$ cat src/rtl/pong_match_ctrl_if.sv
// Match controller bus: game inputs from the ball mover/buttons,
// serve command, paddle gate and renderer outputs.
interface pong_match_ctrl_if #(
    parameter int SCORE_W = 4
);
    logic               start;
    logic               frame_tick;
    logic               miss_left;
    logic               miss_right;
    logic               ball_start;
    logic               serve_right;
    logic               paddles_en;
    logic [SCORE_W-1:0] score1;
    logic [SCORE_W-1:0] score2;
    logic [2:0]         state_o;
    logic [1:0]         winner;

    modport master (
        input  start, frame_tick, miss_left, miss_right,
        output ball_start, serve_right, paddles_en,
        output score1, score2, state_o, winner
    );

    modport slave (
        output start, frame_tick, miss_left, miss_right,
        input  ball_start, serve_right, paddles_en,
        input  score1, score2, state_o, winner
    );
endinterface

$ cat src/rtl/pong_match_ctrl.sv
// Pong match sequencer: serve countdown, rally, point pause,
// scoring and game-over, with registered outputs.
module pong_match_ctrl #(
    parameter int WIN_SCORE   = 7,
    parameter int SERVE_TICKS = 120,
    parameter int POINT_TICKS = 60,
    parameter int SCORE_W     = 4
) (
    input  logic clk,
    input  logic rst_n,
    pong_match_ctrl_if.master bus
);
    localparam int MAXT = (SERVE_TICKS > POINT_TICKS) ?
                          SERVE_TICKS : POINT_TICKS;
    localparam int TW = $clog2(MAXT + 1);
    localparam logic [TW-1:0] SERVE_LAST = TW'(SERVE_TICKS - 1);
    localparam logic [TW-1:0] POINT_LAST = TW'(POINT_TICKS - 1);
    localparam logic [SCORE_W-1:0] WIN = SCORE_W'(WIN_SCORE);

    typedef enum logic [2:0] {
        IDLE  = 3'd0,
        SERVE = 3'd1,
        PLAY  = 3'd2,
        POINT = 3'd3,
        OVER  = 3'd4
    } state_e;

    state_e             state_q, state_d;
    logic [TW-1:0]      tick_q, tick_d;
    logic [SCORE_W-1:0] s1_q, s1_d, s2_q, s2_d;
    logic [SCORE_W-1:0] s1_inc, s2_inc;
    logic [1:0]         win_q, win_d;
    logic               dir_q, dir_d;
    logic               bs_q, bs_d;
    logic               pad_q, pad_d;
    logic               start_q;
    logic               start_rise;
    logic               ml, mr;

    assign start_rise = bus.start & ~start_q;
    assign ml = bus.miss_left;
    assign mr = bus.miss_right;
    assign s1_inc = s1_q + SCORE_W'(1);
    assign s2_inc = s2_q + SCORE_W'(1);

    always_comb begin
        state_d = state_q;
        tick_d  = tick_q;
        s1_d    = s1_q;
        s2_d    = s2_q;
        win_d   = win_q;
        dir_d   = dir_q;
        bs_d    = 1'b0;
        unique case (state_q)
            IDLE, OVER: begin
                if (start_rise) begin
                    s1_d    = '0;
                    s2_d    = '0;
                    win_d   = 2'd0;
                    dir_d   = 1'b1;
                    state_d = SERVE;
                end
            end
            SERVE: begin
                if (bus.frame_tick) begin
                    if (tick_q == SERVE_LAST) begin
                        bs_d    = 1'b1;
                        state_d = PLAY;
                    end else begin
                        tick_d = tick_q + TW'(1);
                    end
                end
            end
            PLAY: begin
                unique case (1'b1)
                    (ml & mr): state_d = POINT;
                    (ml & ~mr): begin
                        s2_d  = s2_inc;
                        dir_d = 1'b0;
                        if (s2_inc == WIN) begin
                            win_d   = 2'd2;
                            state_d = OVER;
                        end else begin
                            state_d = POINT;
                        end
                    end
                    (mr & ~ml): begin
                        s1_d  = s1_inc;
                        dir_d = 1'b1;
                        if (s1_inc == WIN) begin
                            win_d   = 2'd1;
                            state_d = OVER;
                        end else begin
                            state_d = POINT;
                        end
                    end
                    default: ;
                endcase
            end
            POINT: begin
                if (bus.frame_tick) begin
                    if (tick_q == POINT_LAST) begin
                        state_d = SERVE;
                    end else begin
                        tick_d = tick_q + TW'(1);
                    end
                end
            end
            default: state_d = IDLE;
        endcase
        // every state entry restarts the frame countdown
        if (state_d != state_q) begin
            tick_d = '0;
        end
        pad_d = (state_d == SERVE) || (state_d == PLAY);
    end

    always_ff @(posedge clk or negedge rst_n) begin
        if (!rst_n) begin
            state_q <= IDLE;
            tick_q  <= '0;
            s1_q    <= '0;
            s2_q    <= '0;
            win_q   <= 2'd0;
            dir_q   <= 1'b1;
            bs_q    <= 1'b0;
            pad_q   <= 1'b0;
            start_q <= 1'b0;
        end else begin
            state_q <= state_d;
            tick_q  <= tick_d;
            s1_q    <= s1_d;
            s2_q    <= s2_d;
            win_q   <= win_d;
            dir_q   <= dir_d;
            bs_q    <= bs_d;
            pad_q   <= pad_d;
            start_q <= bus.start;
        end
    end

    assign bus.ball_start  = bs_q;
    assign bus.serve_right = dir_q;
    assign bus.paddles_en  = pad_q;
    assign bus.score1      = s1_q;
    assign bus.score2      = s2_q;
    assign bus.state_o     = state_q;
    assign bus.winner      = win_q;
endmodule
$ cat src/flat_wrapper.sv
// flat-port wrapper written by rule: the top's interface ports become plain ports
module pong_match_ctrl_flat 
#(
    parameter int WIN_SCORE   = 7,
    parameter int SERVE_TICKS = 120,
    parameter int POINT_TICKS = 60,
    parameter int SCORE_W     = 4
)
  (clk, rst_n, bus_start, bus_frame_tick, bus_miss_left, bus_miss_right, bus_ball_start, bus_serve_right, bus_paddles_en, bus_score1, bus_score2, bus_state_o, bus_winner);
  pong_match_ctrl_if #(.SCORE_W(SCORE_W)) bus_i ();
  input  logic clk;
  input  logic rst_n;
  input wire logic [$bits(bus_i.start)-1:0] bus_start;
  input wire logic [$bits(bus_i.frame_tick)-1:0] bus_frame_tick;
  input wire logic [$bits(bus_i.miss_left)-1:0] bus_miss_left;
  input wire logic [$bits(bus_i.miss_right)-1:0] bus_miss_right;
  output wire logic [$bits(bus_i.ball_start)-1:0] bus_ball_start;
  output wire logic [$bits(bus_i.serve_right)-1:0] bus_serve_right;
  output wire logic [$bits(bus_i.paddles_en)-1:0] bus_paddles_en;
  output wire logic [$bits(bus_i.score1)-1:0] bus_score1;
  output wire logic [$bits(bus_i.score2)-1:0] bus_score2;
  output wire logic [$bits(bus_i.state_o)-1:0] bus_state_o;
  output wire logic [$bits(bus_i.winner)-1:0] bus_winner;
  assign bus_i.start = bus_start;
  assign bus_i.frame_tick = bus_frame_tick;
  assign bus_i.miss_left = bus_miss_left;
  assign bus_i.miss_right = bus_miss_right;
  assign bus_ball_start = bus_i.ball_start;
  assign bus_serve_right = bus_i.serve_right;
  assign bus_paddles_en = bus_i.paddles_en;
  assign bus_score1 = bus_i.score1;
  assign bus_score2 = bus_i.score2;
  assign bus_state_o = bus_i.state_o;
  assign bus_winner = bus_i.winner;
  pong_match_ctrl #(.WIN_SCORE(WIN_SCORE), .SERVE_TICKS(SERVE_TICKS), .POINT_TICKS(POINT_TICKS), .SCORE_W(SCORE_W)) u_core (.clk(clk), .rst_n(rst_n), .bus(bus_i));
endmodule
$ cat config.mk
export PLATFORM = sky130hd
export DESIGN_NAME = pong_match_ctrl_flat
export DESIGN_NICKNAME = d
export VERILOG_FILES = /design/src/rtl/pong_match_ctrl_if.sv /design/src/rtl/pong_match_ctrl.sv /design/src/flat_wrapper.sv
export SDC_FILE = /design/constraint.sdc
export NUM_CORES = 1
export LEC_CHECK = 0
export ABC_AREA = 0
export BUFFER_PORTS_ARGS = -buffer_cell sky130_fd_sc_hd__buf_2
export CAP_MARGIN = 25
export CORE_MARGIN = 3
export CORE_UTILIZATION = 29
export DETAILED_ROUTE_END_ITERATION = 8
export SYNTH_ARGS = -nofsm -noshare
export SYNTH_HDL_FRONTEND = slang
export SYNTH_SLANG_ARGS = --single-unit
$ cat constraint.sdc
create_clock -name clk -period 2.7 [get_ports clk]
set_clock_uncertainty 0.2 [all_clocks]
set_input_delay 0.405 -clock clk [delete_from_list [all_inputs] [get_ports clk]]
set_output_delay 0.405 -clock clk [all_outputs]
set_load 0.05 [all_outputs]
* After elaboration in Yosys (flattened, before gate mapping)
Cells that the tools add are included.
** Cells by class
- Add/sub/neg operators :: 3
- Equality and inequality tests :: 21
- Mux-type cells :: 31
- Bitwise logic cells :: 7
- Reductions and logical operators :: 10
** Operators by type and width (count)
- two-way mux 7 bit :: 5
- two-way mux 3 bit :: 7
- one-hot mux 4 bit (2 select lines) :: 2
- one-hot mux 7 bit (2 select lines) :: 1
- two-way mux 4 bit :: 3
- != test 3 bit, second input constant :: 4
- one-hot mux 3 bit (4 select lines) :: 1
- AND reduction 5 bit :: 2
- equality test 3 x 2 -> 1 bit, second input constant :: 3
- one-hot mux 3 bit (3 select lines) :: 1
- AND reduction 3 bit :: 3
- adder 4 x 1 -> 4 bit, second input constant :: 2
- equality test 4 x 3 -> 1 bit, second input constant :: 2
- one-hot mux 2 bit (2 select lines) :: 2
- adder 7 x 1 -> 7 bit, second input constant :: 1
- equality test 7 x 6 -> 1 bit, second input constant :: 1
- equality test 7 bit, second input constant :: 1
- equality test 3 x 1 -> 1 bit, second input constant :: 2
- two-way mux 2 bit :: 3
- != test 2 x 1 -> 1 bit, second input constant :: 3
- != test 3 x 2 -> 1 bit, second input constant :: 2
- AND 1 bit :: 4
- two-way mux 1 bit :: 4
- one-hot mux 1 bit (2 select lines) :: 2
- other kinds (9) :: 11
** Storage, ports and cells
- Bits in registers :: 24
- Logic and storage cells :: 81

* Logic depth before layout (Yosys ltp)
Gate-level depths: netlist (run 1).
- Depth in word-level cells :: 8
- Gate-level depth with buffers :: 7

* Worst setup path after synthesis (run 1)
No wires, ideal clock.
- Path kind :: register to register
- Start :: register u_core.s2_q[0] (netlist: u_core.bus.score2[0])
- End :: register u_core.pad_q (netlist: u_core.bus.paddles_en)
- Arrival time :: 1.982 ns
- Path slack :: 0.394 ns
- Cell stages (with the launch flop) :: 7
- Buffers on the path :: 0
- Period minus slack after synthesis :: 2.306 ns
- Cells stage by stage :: dfrtp_1 -> ha_1 -> or2b_1 -> o32a_1 -> o211ai_2 -> o221ai_2 -> a211o_1
** Between the ends
- Cells in the longest elaborated chain, start to end :: 7
- Elaborated cells between the ends (all ways) :: 8
- Classes of those cells :: add/sub: 1; eq/ne: 3; mux: 3; reduce/logical: 1
** Ends and longest elaborated chain
- start: declaration :: RTL line pong_match_ctrl.sv:30 : logic [SCORE_W-1:0] s1_q, s1_d, s2_q, s2_d;
- start signal: assignment :: RTL line pong_match_ctrl.sv:123 : s2_q <= '0;
- start signal: assignment :: RTL line pong_match_ctrl.sv:133 : s2_q <= s2_d;
- adder 4 x 1 -> 4 bit (*) :: RTL line pong_match_ctrl.sv:44 : assign s2_inc = s2_q + SCORE_W'(1);
- equality test 4 x 3 -> 1 bit (*) :: RTL line pong_match_ctrl.sv:80 : if (s2_inc == WIN) begin
- two-way mux 3 bit (*) :: RTL line pong_match_ctrl.sv:80
- one-hot mux 3 bit (3 select lines) (*) :: RTL line pong_match_ctrl.sv:75 : unique case (1'b1)
- one-hot mux 3 bit (4 select lines) (*) :: RTL line pong_match_ctrl.sv:54 : unique case (state_q)
- net u_core.state_d[0] :: RTL line pong_match_ctrl.sv:28 : state_e state_q, state_d;
- equality test 3 x 1 -> 1 bit / equality test 3 x 2 -> 1 bit (equally long branches) :: RTL line pong_match_ctrl.sv:115 : pad_d = (state_d == SERVE) || (state_d == PLAY);
- logical OR 1 bit (*) :: RTL line pong_match_ctrl.sv:115
- net u_core.pad_d :: RTL line pong_match_ctrl.sv:35 : logic pad_q, pad_d;
- end signal: assignment :: RTL line pong_match_ctrl.sv:137 : pad_q <= pad_d;
- end: declaration :: RTL line pong_match_ctrl.sv:35
The timed path passes the listed nets; every way through them passes the cells marked *.
A chain may end at the register's enable or synchronous reset.

* Worst setup path after layout (run 1)
Ends and elaborated chain as after synthesis.

==> results of run 1 <==
## report_power, final
group | internal [mW] | switching [mW] | total [mW] | leakage, nW
combinational | 0.0759 | 0.0931 | 0.169 | 0.403
clock | 0.198 | 0.122 | 0.321 | 0.0357
sequential | 0.414 | 0.0659 | 0.480 | 0.301
total | 0.688 | 0.281 | 0.969 | 0.740
## per-stage QoR
stage	total power, mW	utilization
6_report	0.969	0.360
4_1_cts	0.980	0.360
3_3_place_gp	0.654	0.342
5_1_grt	1.03	0.360
2_1_floorplan	0.608	-
3_5_place_dp	0.656	0.342
## what timing repair did
action,CTS,global route
hold endpoints to repair,23,0
hold buffers,1,0
setup buffers,0,0
## cells by family after synthesis
family	synth area share
DFF	0.429
and+or+nand+nor	0.220
xor gates and xnor gates	0.0499
buffers and inverters	0.0481
muxes	0.0223
adders and majority gates	0.0446
AOI/OAI and AO/OA	0.186
## critical path, delay by kind of cell (launching register included)
kind                     cells  cell delay [ps]
AO/OA/AOI/OAI                4              920
adder cells (fa/ha/maj)      1              250
flip-flops                   1              450
AND/OR/NAND/NOR              1              220
## synth_stat cells, types with 3 or more instances
master,count
nand2_1,11
nand3_1,6
nand4_1,3
xnor2_1,3
dfrtp_1,23
or3_1,3
a21o_1,3
o21ai_1,7
nor2_1,12
ha_1,5
xor2_1,5
inv_1,9
## per-layer routing
layer,up-vias,track usage
met5,-,0
met4,0,0.0524
met3,4,0.0172
met2,15,0.177
met1,505,0.148
li1,543,-
## layout make-up
type                       count  area share
tap                           52      0.0401
sequential                    24       0.371
timing repair buffer          22      0.0710
multi-input combinational    101       0.453
clock inverter                 1      0.0185
clock buffer                   3      0.0255
inverter                       9      0.0208
## flip-flops by register name (all words and copies together), names as in the netlist
| name | flops |
|---|---|
| u_core.tick_q | 7 |
| u_core.bus.score1 | 4 |
| u_core.bus.score2 | 4 |
| u_core.bus.state_o | 3 |
| u_core.bus.winner | 2 |
| u_core.bus.ball_start | 1 |
| u_core.bus.paddles_en | 1 |
| u_core.bus.serve_right | 1 |
| u_core.start_q | 1 |
## how the worst max path moves through the flow
stage,from,end,slack [ps],cells past startpoint
2_1_floorplan,u_core.bus.score2[0]$_DFFE_PN0P_,u_core.bus.paddles_en$_DFF_PN0_,390,6
3_3_place_gp,u_core.bus.score2[0]$_DFFE_PN0P_,u_core.bus.paddles_en$_DFF_PN0_,590,6
3_5_place_dp,u_core.bus.score2[0]$_DFFE_PN0P_,u_core.bus.paddles_en$_DFF_PN0_,550,6
4_1_cts,u_core.bus.score2[0]$_DFFE_PN0P_,u_core.bus.paddles_en$_DFF_PN0_,540,6
5_1_grt,u_core.bus.score2[0]$_DFFE_PN0P_,u_core.bus.paddles_en$_DFF_PN0_,430,6
6_report,u_core.bus.score2[0]$_DFFE_PN0P_,u_core.bus.paddles_en$_DFF_PN0_,560,6
==> metrics list, run 1 <==
- The run finished with clean final reports.
* Post-synthesis cell area: 1400 um2
- Max-slew violations: 0
- CTS buffer count: 3
* Slack of the worst reg-to-reg path: 560 ps
- Setup slack after placement: 554 ps
- Dividing the detail-routed via count by the number of cells gives 5.03.
- The tightest hold path in the finished design has a slack of 52.5 ps.
- STA puts the critical path data required time at 2670 ps.
- Synthesized netlist cell count: 138
- Worst Hold Path Cells: 1
- Setup TNS: 0 ps
* Pin count of the biggest net entering global routing: 25
- Layout filler cell count: 471
- The number of global-route vias before repair was 1,037.
* Mapped Avg Cell Area: 10.2 um2
- Data arrival, critical path: 2110 ps
- Compared with the post-synthesis result, the final layout area differs by 15.5%.
* Cell Chain, Critical Path: ha_1, or2b_1, o32a_1, o211ai_2, o221ai_2, a211o_1
* Top fanout value on the critical path: 8
- Cell type with the highest aggregate area in the netlist: dfrtp_1
- Measured against its own limit, the worst slew margin works out to 0.644.
* Post-synthesis sequential element count: 24
- The endpoint identified for the worst register-to-register timing path is u_core.bus.paddles_en$_DFF_PN0_.
- The Yosys step of the flow raised 0 warnings.
- The library cells used most frequently in the layout, excluding fill and tap cells, are dfrtp_1, buf_2, nor2_1.
* Slowest stage cell on the critical path: dfrtp_1
* Met3 routed WL: 88 um
- Setup slack after layout: 559 ps
- First-pass DRT Iterations: 4
- The detailed router finished its first iteration with 83 violations.
* Area of the core: 4500 um2
* Residual antenna-violating net count after detailed routing: 0
- Vias: 1,067
- Endpoint of the worst hold-timing path: u_core.start_q$_DFF_PN0_
- RR Startpoint: u_core.bus.score2[0]$_DFFE_PN0P_
- Slew at the pin closest to its max-slew limit: 534 ps
* Count of antenna diodes in the layout: 0
- CTS Root Cell: clkbuf_8
- Min-Delay Path Class: primary input to flop
* Dpl cells: 207
- The worst setup path is launched from a flop.
* Final count of negative-setup-slack endpoints: 0
- In the final layout, the multi-input gates occupy 734 um2.
- Final-report hold violation count: 0
* Non-filler cells in the finished layout: 212
- Setup repair after global routing left no endpoint under its margin.
- Number of input and output port buffers inserted: 21
- For this run, the post-layout net count is 172.
- Share of async-settable or async-resettable flops after synthesis: 1.00
* Synthesized net count: 149
* Clock input transition at the sequential cells of the worst setup and hold paths: 90 ps
* Most common cell after layout, fill and taps aside: dfrtp_1
- TritonCTS Sinks: 24
* Worst vdd rail ir drop: 0.156 mV
- Dividing the final minimum period by the clock period gives 0.793.
- On the worst path, the slowest cell contributes a delay of 450 ps.
- Antenna violations before repair: 0
* Buffer depth of the longest clock path: 2
* Final wirelength: 2.81 mm
* Number of enable-type register cells in the synthesized netlist: 0
- Register-to-Register Path Depth: 6
- Number of violations of the max-capacitance limit: 0
* Met2 wirelength from detailed routing: 1.35 mm
- The first global-routing pass estimated 4.91 mm of wire.
- TritonCTS built the clock tree.
- Routed wire length per instance: 13.3 um
- Count of standard-cell rows: 24
- Counting I/O delays and the setup requirement, the final critical path takes 2140 ps.
- In the routed design, unresolved DRC markers number 0.
- Die Ht: 75.6 um
- The critical path is of the flop to flop type.
- Gates resized during post-CTS repair numbered 0.
- The most used flip-flop cell after synthesis is dfrtp_1.
* Half-perimeter wire length after detailed placement: 2.08 mm
- Gr usage total: 0.112
- The worst setup path is captured at a flop.
* H-tree depth reported by CTS: 1
- Length of routed wiring on met1: 1.31 mm
- Die width: 75.6 um
* Cell leakage power: 0.740 nW
- The total overflow left after global routing is 0.
* Starting utilization of the core area: 0.312
- In this run the count of I/O pins placed on the die edge is 22.
* Hold_sp: bus_start
- Of the cells placed in the final design, the portion with a size suffix greater than 1 is 0.231.
- Highest achievable clock rate: 467 MHz
* Fin area: 1620 um2
- Area occupied by registers: 602 um2
- Sorting the synthesized cells by area gives the leading types as dfrtp_1, ha_1, nor2_1.
- In this run the top signal layer used is met4.
- At the end of routability-driven placement, the weighted congestion stood at 0.789.
- Unique cell type count in the Yosys netlist: 49
- Power per cell area: 598 nW/um2
- Of the synthesized area, sequential elements account for 0.429.
- Clock latency on the worst-skew pair: 270 ps
- Of the post-synthesis cell area, the dominant cell type holds 0.410.
* Cell area after placement: 1540 um2
* Die Footprint: 5710 um2
No activity file was read; power rests on OpenSTA's default activity.
==> inputs of run 2 (changes only) <==
==> constraint.sdc (replaced) <==
create_clock -name clk -period 2.25 [get_ports clk]
set_clock_uncertainty 0.2 [all_clocks]
set_input_delay 0.3375 -clock clk [delete_from_list [all_inputs] [get_ports clk]]
set_output_delay 0.3375 -clock clk [all_outputs]
set_load 0.05 [all_outputs]
==> metrics list, run 2 (synthesis results as in run 1) <==
* Count of standard-cell rows: 24 (unchanged)
* TritonCTS Sinks: 24 (unchanged)
- The total internal power was 0.716 mW (+4.0%).
- The sum of buffers and inverters on the critical path was 0 (unchanged).
* Switching power summed over all nets: 0.329 mW (+17%)
* Proportion of power drawn by flip-flops and latches: 0.551 (+0.056)
- The core outline area came to 4500 um2 (unchanged).
- The die outline height came to 75.6 um (unchanged).
* Vias: 1,074 (+0.66%)
- Fraction of layout cells with a size suffix above 1: 0.252 (+0.0203)
* CTS Root Cell: clkbuf_8
- Setup slack after placement: 103 ps (-450 ps)
- The final cycle utilization of the critical path is 0.950 (+0.157).
- The half-perimeter wire length after placement was 2.02 mm (-3.0%).
* Worst vdd rail ir drop: 0.239 mV (+53%)
* Outcome: complete, no violations
- The final count of hold timing violations was 0 (unchanged).
- The number of cells in the finished layout apart from fillers was 215 (+1.4%).
- Residual antenna-violating net count after detailed routing: 0 (unchanged)
* Number of violations of the max-capacitance limit: 0 (unchanged)
- RR Endpoint: u_core.bus.paddles_en$_DFF_PN0_
- The total negative slack is 0 ps (unchanged).
- The switching part of the total is 0.315 (+0.0250).
- First-pass DRT Iterations: 4 (unchanged)
* Count of antenna diodes in the layout: 0 (unchanged)
* Fin area: 1640 um2 (+0.93%)
- The clock slew seen by the registers of the worst setup and hold paths was 90 ps (about the same).
* Number of global-route vias before repair: 1,023 (-1.4%)
* RR Startpoint: u_core.bus.score2[1]$_DFFE_PN0P_
- CP Capture Type: flop
* Data arrival, critical path: 2100 ps (about the same)
- The final estimated routing congestion in global placement came to 0.784 (-0.60%).
- Highest achievable clock rate: 468 MHz (+0.20%)
- Power per cell area: 639 nW/um2 (+6.8%)
* Most frequent cells in the layout: buf_2, dfrtp_1, nor2_1
- Slew at the pin closest to its max-slew limit: 548 ps (+13.6 ps)
- Die Footprint: 5710 um2 (unchanged)
- The depth of the worst register-to-register path was 6 (unchanged).
* Element type at the critical path start: flop
* Post-layout power: 1.05 mW (+7.8%)
- Critical Path Max Stage Delay: 450 ps (about the same)
* Capture point of the worst path: u_core.bus.paddles_en$_DFF_PN0_
- Total Nets Final: 175 (+1.7%)
- The mean number of vias per cell was 5.00 (-0.75%).
* Dpl cells: 208 (+0.48%)
* Min Clock Period, post-route: 2140 ps (-4.29 ps)
- The total grt overflow was 0 (unchanged).
- The critical path starts at u_core.bus.score2[1]$_DFFE_PN0P_.
* Largest delay contributor family on the critical path: compound AO/OA/AOI/OAI gates
- Unrepaired setup endpoints after global routing: false
* CTS buffer count: 3 (unchanged)
- Min-Delay Path Class: primary input to flop
- Cell Chain, Critical Path: ha_2, or2b_1, o32a_1, o211ai_2, o221ai_2, a211o_1
- The highest net fanout along the worst path came to 7 (-1).
- The hold path depth is 3 (+2).
- The final setup slack of the worst path is 113 ps (-446 ps).
- Max-slew violations: 0 (unchanged)
* Max reg flops: 7 (unchanged)
* H-tree depth reported by CTS: 1 (unchanged)
* Slack of the worst reg-to-reg path: 110 ps (-450 ps)
- Clock latency on the worst-skew pair: 270 ps (about the same)
- Largest register by flop count: u_core.tick_q
* Gr usage total: 0.110 (-0.00170)
- Buffer depth of the longest clock path: 2 (unchanged)
- The relative contribution of the clock network to total power is 0.254 (-0.077).
- The final-report setup violation count is 0 (unchanged).
* Growth of design area from synthesis to finish: 16.6%
* Starting utilization of the core area: 0.312 (unchanged)
* Cell area after placement: 1550 um2 (+0.65%)
* Required time at the endpoint of the critical path: 2210 ps (-460 ps)
- Pin count of the biggest net entering global routing: 25 (unchanged)
- Number of logic stages on the critical path including buffering: 6 (unchanged)
- Comb power frac: 0.194 (+0.020)
- By startpoint and endpoint, the worst setup path is classified as flop to flop.
- Number of input and output port buffers inserted: 21 (unchanged)
- Number of placed I/O pins: 22 (unchanged)
- Final wirelength: 2.81 mm (-0.14%)
* Final routed DRC violation total: 0 (unchanged)
- The routed length per instance came to 13.1 um (-1.5%).
* Detailed Route Iter0 Violations: 59 (-29%)
* Headroom to the max-slew limit: 0.635 (-0.00909)
* Die width: 75.6 um (unchanged)
* CTS tree: yes
- Slowest stage cell on the critical path: dfrtp_2
- The leakage power figure is 0.734 nW (-0.77%).
- The global-route wire length before repair was 4.91 mm (unchanged).
- The initial antenna violation count was 0 (unchanged).
## run 2: power by group through the flow
stage	sequential, mW	combinational, mW	clock (mW)
finish	0.576	0.203	0.266
CTS	0.577	0.208	0.279
floorplan	0.582	0.147	0
global placement	0.583	0.201	0
global route	0.590	0.232	0.291
detailed placement	0.586	0.205	0
## run 2: worst reg2reg max path, cell delays in order, from the launching register on
cell	delay, ps
dfrtp_2	450
ha_2	190
or2b_1	210
o32a_1	320
o211ai_2	230
o221ai_2	140
a211o_1	280
## run 2: layout make-up
cell class                      count  area, um2
Fill cell                         463       2870
Inverter                            9       33.8
Tap cell                           52       65.1
Clock buffer                        4       45.0
Sequential cell                    24        604
Multi-Input combinational cell    101        748
Timing Repair Buffer               25        140
## run 2: timing repair
item / in CTS / in global routing
hold endpoints to repair: 24 / 0
endpoints found under the setup margin: 0 / 3
hold buffers: 2 / 0
setup buffers: 0 / 1
resized for setup: 0 / 2
## run 2: worst min-delay path by stage
stage,startpoint,to,slack (ps)
after floorplan,rst_n,u_core.bus.ball_start$_DFF_PN0_,-160
after detailed placement,rst_n,u_core.tick_q[6]$_DFFE_PN0P_,160
final,bus_miss_left,u_core.bus.state_o[0]$_DFF_PN0_,310
after global routing,u_core.bus.serve_right$_DFFE_PN1P_,u_core.bus.serve_right$_DFFE_PN1P_,340
after global placement,rst_n,u_core.tick_q[2]$_DFFE_PN0P_,160
after CTS,bus_miss_left,u_core.bus.state_o[0]$_DFF_PN0_,290
## run 2: metrics by stage
stage               hold slack, ps   util
global placement               159  0.344
finish                         307  0.363
CTS                            292  0.359
floorplan                     -158      -
global route                   340  0.363
detailed placement             161  0.344
## run 2: routing by layer
| metal | wire [um] | share of wire | global-route usage |
|---|---|---|---|
| met5 | 0 | 0 | 0 |
| met4 | 61 | 0.022 | 0.0466 |
| met3 | 78 | 0.028 | 0.0132 |
| met2 | 1260 | 0.45 | 0.162 |
| met1 | 1410 | 0.50 | 0.161 |
==> inputs of run 3 (changes only) <==
--- a/config.mk
+++ b/config.mk
@@ -6,11 +6,10 @@
 export NUM_CORES = 1
 export LEC_CHECK = 0
 export ABC_AREA = 0
-export BUFFER_PORTS_ARGS = -buffer_cell sky130_fd_sc_hd__buf_2
-export CAP_MARGIN = 25
 export CORE_MARGIN = 3
 export CORE_UTILIZATION = 29
 export DETAILED_ROUTE_END_ITERATION = 8
+export DONT_BUFFER_PORTS = 1
 export SYNTH_ARGS = -nofsm -noshare
 export SYNTH_HDL_FRONTEND = slang
 export SYNTH_SLANG_ARGS = --single-unit
==> metrics list, run 3 (synthesis results as in run 1) <==
- Count of standard-cell rows: 24 (unchanged)
- Gr usage total: 0.122 (+0.0124)
- Setup slack after placement: 130 ps (+26.7 ps)
* Vias per inst: 5.47 (+9.5%)
- Min Clock Period, post-route: 2160 ps (+22.1 ps)
* Global-route wire length before repair: 5.40 mm (+10%)
- The slowest stage of the critical path belongs to the cell dfrtp_2.
- The final-report setup violation count came to 0 (unchanged).
- The fraction of layout instances using a drive strength above 1 came to 0.191 (-0.0607).
* Number of input and output port buffers inserted: 0 (-100%)
- Most frequent cells in the layout: dfrtp_1, nor2_1, nand2_1, buf_4, inv_1
* TritonCTS Sinks: 24 (unchanged)
- Max-slew violations: 0 (unchanged)
- Final wirelength: 3.21 mm (+14%)
- The worst setup path is launched from a flop.
- The number of nets in the layout was 164 (-6.3%).
* First-pass DRT Iterations: 4 (unchanged)
- The initial detailed-routing violation count was 102 (+73%).
- Area of the core: 4500 um2 (unchanged)
- Die Footprint: 5710 um2 (unchanged)
- The number of cells in the finished layout apart from fillers was 204 (-5.1%).
* Vias: 1,116 (+3.9%)
- The library cell used most frequently in the layout, excluding fill and tap cells, is dfrtp_1.
* Half-perimeter wire length after detailed placement: 2.40 mm (+19%)
- The worst setup path is captured at a flop.
- The number of flip-flops in the largest register came to 7 (unchanged).
- The routed length per instance is 15.7 um (+20%).
* Post-CTS Setup Bufs: 0 (unchanged)
- Buffer depth of the longest clock path: 2 (unchanged)
- The total grt overflow was 0 (unchanged).
- Critical Path Max Stage Delay: 440 ps (about the same)
- Number of placed I/O pins: 22 (unchanged)
- CTS Root Cell: clkbuf_8
- The core utilization of the finished layout was 0.359 (-0.00444).
- The initial antenna violation count is 0 (unchanged).
* Pin count of the biggest net entering global routing: 25 (unchanged)
- Min-Delay Path Class: primary input to flop
- Highest achievable clock rate: 463 MHz (-1.0%)
- Worst Hold Path Cells: 2 (-1)
- The effective utilization at floorplan was 0.312 (unchanged).
* Post-layout power: 1.06 mW (+1.8%)
- The leakage power figure came to 0.698 nW (-4.8%).
- Die width: 75.6 um (unchanged)
- The number of nets still failing antenna checks after routing was 0 (unchanged).
- The depth of the worst register-to-register path came to 6 (unchanged).
- The number of cells in the design after placement came to 197 (-5.3%).
* CTS buffer count: 3 (unchanged)
- The clock slew seen by the registers of the worst setup and hold paths is 90 ps (about the same).
- The final cell area excluding filler cells is 1620 um2 (-1.2%).
- The standard cell area after detailed placement was 1520 um2 (-1.9%).
- The maximum VDD drop came to 0.248 mV (+3.8%).
- Data arrival, critical path: 2120 ps (+20 ps)
- Number of global-route vias before repair: 1,157 (+13%)
- The register with the most flip-flops in the final layout is u_core.tick_q.
- Slew at the pin closest to its max-slew limit: 478 ps (-70.1 ps)
- The slack of the worst reg-to-reg path came to 90 ps (-20 ps).
- Growth of design area from synthesis to finish: 15.2%
- The run finished with clean final reports.
* H-tree depth reported by CTS: 1 (unchanged)
- CTS tree: yes
- The final cycle utilization of the critical path was 0.960 (+0.00984).
* Routability cong.: 0.904 (+15%)
- The final count of hold timing violations was 0 (unchanged).
* Required time at the endpoint of the critical path: 2210 ps (about the same)
* Clock latency on the worst-skew pair: 270 ps (about the same)
- Walking the worst path, the cells encountered are buf_4, and3b_1, o32a_1, o211ai_2, o221ai_2, a211o_1.
* Headroom to the max-slew limit: 0.681 (+0.0467)
- The final setup slack of the worst path was 90.9 ps (-22.1 ps).
- The total power density per cell area is 658 nW/um2 (+3.0%).
- The max capacitance violation total came to 0 (unchanged).
- Kind of critical path: flop to flop
- Die Ht: 75.6 um (unchanged)
* Final routed DRC violation total: 0 (unchanged)
- Count of antenna diodes in the layout: 0 (unchanged)
- The highest net fanout along the worst path came to 6 (-1).
[run 3: cell types whose count changed in the layout (fill, tap and decap cells not counted), sizes merged]
cell,previous run,this run
buf,23,12
[run 3: repair_timing]
action,4_1_cts,5_1_grt
endpoints found under the setup margin,0,5
hold buffers,3,0
resized for setup,0,1
endpoints found under the hold margin,25,0
[run 3: final timing paths]
path,startpoint,end
max,u_core.bus.score2[0]$_DFFE_PN0P_,u_core.bus.paddles_en$_DFF_PN0_
min,bus_miss_left,u_core.bus.state_o[0]$_DFF_PN0_
max reg2reg,u_core.bus.score2[0]$_DFFE_PN0P_,u_core.bus.paddles_en$_DFF_PN0_
min reg2reg,u_core.bus.score1[2]$_DFFE_PN0P_,u_core.bus.score1[2]$_DFFE_PN0P_
max in group asynchronous,rst_n,u_core.bus.serve_right$_DFFE_PN1P_
min in group asynchronous,rst_n,u_core.bus.state_o[0]$_DFF_PN0_
[run 3: layer usage]
metal  up-vias  routed length [um]  GRT usage
li1        529                   -          -
met1       546                1370      0.151
met2        32                1590      0.200
met3         9                 165     0.0264
met4         0                  87     0.0621
met5         -                   0          0
[run 3: through the flow]
stage               setup TNS [ps]  hold slack [ps]
finish                           0              181
detailed placement               0             -157
floorplan                        0             -158
global route                 -3.16              211
CTS                              0              161
global placement                 0             -157
[run 3: where the power goes]
| group | internal (mW) | leakage (nW) | switching (mW) | total (mW) |
|---|---|---|---|---|
| Sequential | 0.497 | 0.297 | 0.0883 | 0.585 |
| Clock | 0.127 | 0.0228 | 0.147 | 0.274 |
| Combinational | 0.0946 | 0.378 | 0.110 | 0.205 |
| Total | 0.718 | 0.698 | 0.345 | 1.06 |
[run 3: final cells by class]
type / instances / area (um2)
sequential: 24 / 604
timing repair buffer: 14 / 123
tap: 52 / 65.1
clock buffer: 4 / 45.0
inverter: 9 / 33.8
multi-input combinational: 101 / 746
fill: 450 / 2890
[run 3: critical path, delay by kind of cell, from the launching register on]
| family | cells | cell delay, ps |
|---|---|---|
| buffers and inverters | 1 | 210 |
| AOI/OAI and AO/OA | 4 | 1010 |
| and+or+nand+nor | 1 | 190 |
| DFF | 1 | 440 |
